==> config.mk <==
export PLATFORM = sky130hd
export DESIGN_NAME = seq_110110_moore_detector
export DESIGN_NICKNAME = d
export VERILOG_FILES = /design/src/rtl/seq_110110_moore_detector.sv
export SDC_FILE = /design/constraint.sdc
export NUM_CORES = 1
export LEC_CHECK = 0
export ABC_AREA = 1
export CORE_AREA = 2 2 39 41
export CTS_BUF_LIST = sky130_fd_sc_hd__clkbuf_8
export DETAILED_ROUTE_END_ITERATION = 6
export DIE_AREA = 0 0 41 43
export PLACE_DENSITY = 0.39
export SYNTH_ARGS = -nofsm -noshare
export SYNTH_HDL_FRONTEND = slang
export SYNTH_SLANG_ARGS = --single-unit
==> constraint.sdc <==
create_clock -name clk -period 1.2 [get_ports clk]
set_input_delay 0.36 -clock clk [delete_from_list [all_inputs] [get_ports clk]]
set_output_delay 0.36 -clock clk [all_outputs]
set_load 0.01 [all_outputs]
==> src/rtl/seq_110110_moore_detector.sv <==
// seq_110110_moore_detector
// Moore FSM that flags the serial pattern 110110 on x (oldest bit first),
// overlapping matches included. y is high for the cycle the FSM sits in the
// match state.
// Optional build macro: SEQ_DET_COUNT_EN adds an 8-bit saturating match
// counter on port count. Without it, count and its logic are absent.
module seq_110110_moore_detector (
    input  logic       clk,
    input  logic       rst_n,
    input  logic       x,
    output logic       y
`ifdef SEQ_DET_COUNT_EN
    ,
    output logic [7:0] count
`endif
);

    // State n holds the longest matched prefix of length n; S6 is the full match.
    typedef enum logic [2:0] {
        S0 = 3'd0,
        S1 = 3'd1,
        S2 = 3'd2,
        S3 = 3'd3,
        S4 = 3'd4,
        S5 = 3'd5,
        S6 = 3'd6
    } state_t;

    state_t state_q, state_d;
    logic   y_q;

    // Next-state logic: on a mismatch, fall back to the longest suffix that is still a prefix.
    always_comb begin
        state_d = S0;
        case (state_q)
            S0:      state_d = x ? S1 : S0;
            S1:      state_d = x ? S2 : S0;
            S2:      state_d = x ? S2 : S3;
            S3:      state_d = x ? S4 : S0;
            S4:      state_d = x ? S5 : S0;
            S5:      state_d = x ? S2 : S6;
            S6:      state_d = x ? S4 : S0;   // keep trailing 1101 for overlap
            default: state_d = S0;            // unused encoding 7 recovers to idle
        endcase
    end

`ifdef SEQ_DET_COUNT_EN
    logic [7:0] count_q;

    // State, registered detect flag and saturating match counter.
    always_ff @(posedge clk or negedge rst_n) begin
        if (!rst_n) begin
            state_q <= S0;
            y_q     <= 1'b0;
            count_q <= 8'd0;
        end else begin
            state_q <= state_d;
            y_q     <= (state_d == S6);
            if (state_d == S6 && count_q != 8'hFF)
                count_q <= count_q + 8'd1;
        end
    end

    assign count = count_q;
`else
    // State and registered detect flag; y mirrors "state is S6" with no path from x.
    always_ff @(posedge clk or negedge rst_n) begin
        if (!rst_n) begin
            state_q <= S0;
            y_q     <= 1'b0;
        end else begin
            state_q <= state_d;
            y_q     <= (state_d == S6);
        end
    end
`endif

    assign y = y_q;

endmodule

==> summary.md <==
| Metric | Value |
|---|---|
| Cts hold-fix bufs | 0 |
| Post-synthesis cell area | 178 µm² |
| Routed vias | 154 |
| Layout filler cell count | 151 |
| Max_slew headroom | 87.1% |
| Routed Wire Length | 326 µm |
| Leak | 0.131 nW |
| I/O pin count | 4 |
| Routed wire per std cell | 7.58 µm |
| # rows | 14 |
| Post-Syn Nets | 24 |
| Cell Chain, Critical Path | clkdlybuf4s15_1 |
| Critical path peak fanout | 1 |
| CP peak stage delay | 350 ps |
| CTS tree | yes |
| Max IR drop VDD | 0.000506 V |
| Layout cell share with drive strength beyond 1 | 14.8% |
| Worst R2R Setup Slack | 330 ps |
| DIE AREA | 1760 µm² |
| Area Overhead vs Synth | 51.4% |
| Die width | 41 µm |
| Max Cap Viol | 0 |
| Worst-skew pair later-pin latency | 210 ps |
| Final ANT Viol Nets | 0 |
| Die height | 43 µm |
| Synth Register Bits | 4 |
| Storage cell area | 100 µm² |
| Fin crit share | 95.3% |
| Core region area | 1380 µm² |
| DP HPWL | 244 µm |
| Worst Setup End Kind | output port |
| Clock Path Buffers | 2 |
| GRT Resource Usage Total | 5.33% |
| Remaining global-route overflow | 0 |
| PD cells | 2500 nW/µm² |
| CP delay by family, top | flip-flops |
| Multi-input logic area | 66.3 µm² |
| Final hold slack | 355 ps |
| Worst-path clk slew | 30 ps |
| CP Data Required Time | 840 ps |
| Final setup skew | 0.659 ps |
| Global-route wire length before repair | 545 µm |
| GP Congestion | 0.587 |
| CTS buffer count | 3 |
| Port Buffers | 3 |
| Setup Buffers After CTS | 0 |
| Synth unique cells | 8 |
| Pre-CTS setup slack | -114 ps |
| Synth warn | 0 |
| Sequential share of the synthesized area | 56.3% |
| Crit Path Class | reg2out |
| Layout net count | 32 |
| Largest net degree at the start of global routing | 6 |
| Initial drt markers | 0 |
| Syn avg cell area | 8.46 µm² |
| Setup-failing EPs final | 0 |
| CTS root buffer | clkbuf_8 |
| Starting Density | 12.8% |
| N_diodes | 0 |
| Worst Hold Class | in2async |
| Minimum clock period | 1140 ps |
| Final worst slack | 56.3 ps |
| Initial antenna violation count | 0 |
| Vias/cell | 3.58 |
| WP buf/inv | 1 |
| Fmax | 874 MHz |
| # DRC | 0 |
| Vias in the first global route | 144 |
| Final Hold Violating Endpoints | 0 |
| Status | complete, no violations |
| First-pass DRT Iterations | 1 |
| Most frequent cells in the layout | 8 x nand2_1, 4 x dfrtp_1, 3 x inv_1, 3 x clkbuf_8 |
| Clk sink count | 4 |
| RSZ-0062 raised after global routing | false |
| Worst slew pin tran | 194 ps |
| Cells after Synth | 21 |
| Commonest non-fill, non-tap cell in the layout | nand2_1 |
| Worst Path Arrival | 780 ps |
| H-tree depth | 1 |
| Critical Path Start Type | flop |
| Max-slew violations | 0 |
| Crit-path slowest cell | dfrtp_1 |
Yosys cell counts:
| master | n | share of area [%] |
|---|---|---|
| nand2_1 | 8 | 17 |
| a21oi_2 | 1 | 4.9 |
| dfrtp_1 | 4 | 56 |
| nor2_1 | 1 | 2.1 |
| a21oi_1 | 2 | 5.6 |
| or2_1 | 1 | 3.5 |
| inv_1 | 3 | 6.3 |
| a21boi_1 | 1 | 4.2 |
stage by stage:
stage / area [µm²] / power (mW) / std cells / utilization [%] / TNS (ps)
after CTS: 269 / 0.685 / 43 / 19.4 / 0
final: 269 / 0.671 / 43 / 19.4 / 0
after global placement: 228 / 0.393 / 40 / 16.5 / -250
after detailed placement: 228 / 0.398 / 40 / 16.5 / -306
after global routing: 269 / 0.729 / 43 / 19.4 / 0
after floorplan: 178 / 0.353 / 21 / - / 0
repair_timing:
action,4_1_cts,5_1_grt
endpoints found under the setup margin,1,0
endpoints found under the hold margin,0,0
resized for setup,2,0
worst paths after layout:
kind,start,endpoint,cells past startpoint
setup reg to reg,state_q[1],state_q[0],3
setup / recovery,y,y,1
max in group asynchronous,rst_n,state_q[0],1
hold reg to reg,state_q[1],state_q[0],1
min in group clk,state_q[1],state_q[0],1
hold / removal,rst_n,state_q[1],1
report_power, final:
part	leakage, nW	switching [mW]	internal [mW]
logic	0.0578	0.0881	0.0713
clock network	0.0216	0.0644	0.213
registers	0.0512	0.0452	0.189
logic make-up (layout without fill, tap and decap cells):
kind of cell,Yosys count,after routing,share of synthesized area [%]
AO/OA/AOI/OAI,4,4,14.8
buffers and inverters,3,9,6.34
flip-flops,4,4,56.3
AND/OR/NAND/NOR,10,10,22.5
routing by layer:
metal	routed length, µm	part of all wire (%)	GRT usage [%]
met5	0	0	0
met4	10	3.1	8.00
met3	46	14	3.66
met2	140	43	4.69
met1	128	39	6.15
area by class of cell:
type | instances | area share, %
inverters | 3 | 4.19
flip-flops and latches | 4 | 37.2
multi-input cells | 14 | 24.7
clock buffers | 3 | 15.3
repair buffers | 3 | 11.2
well taps | 16 | 7.44
state kept, by name, indices dropped and copies added, names as in the netlist:
signal and flops:
state_q 3, y 1
Note: power is estimated with default switching activity, not from simulation.
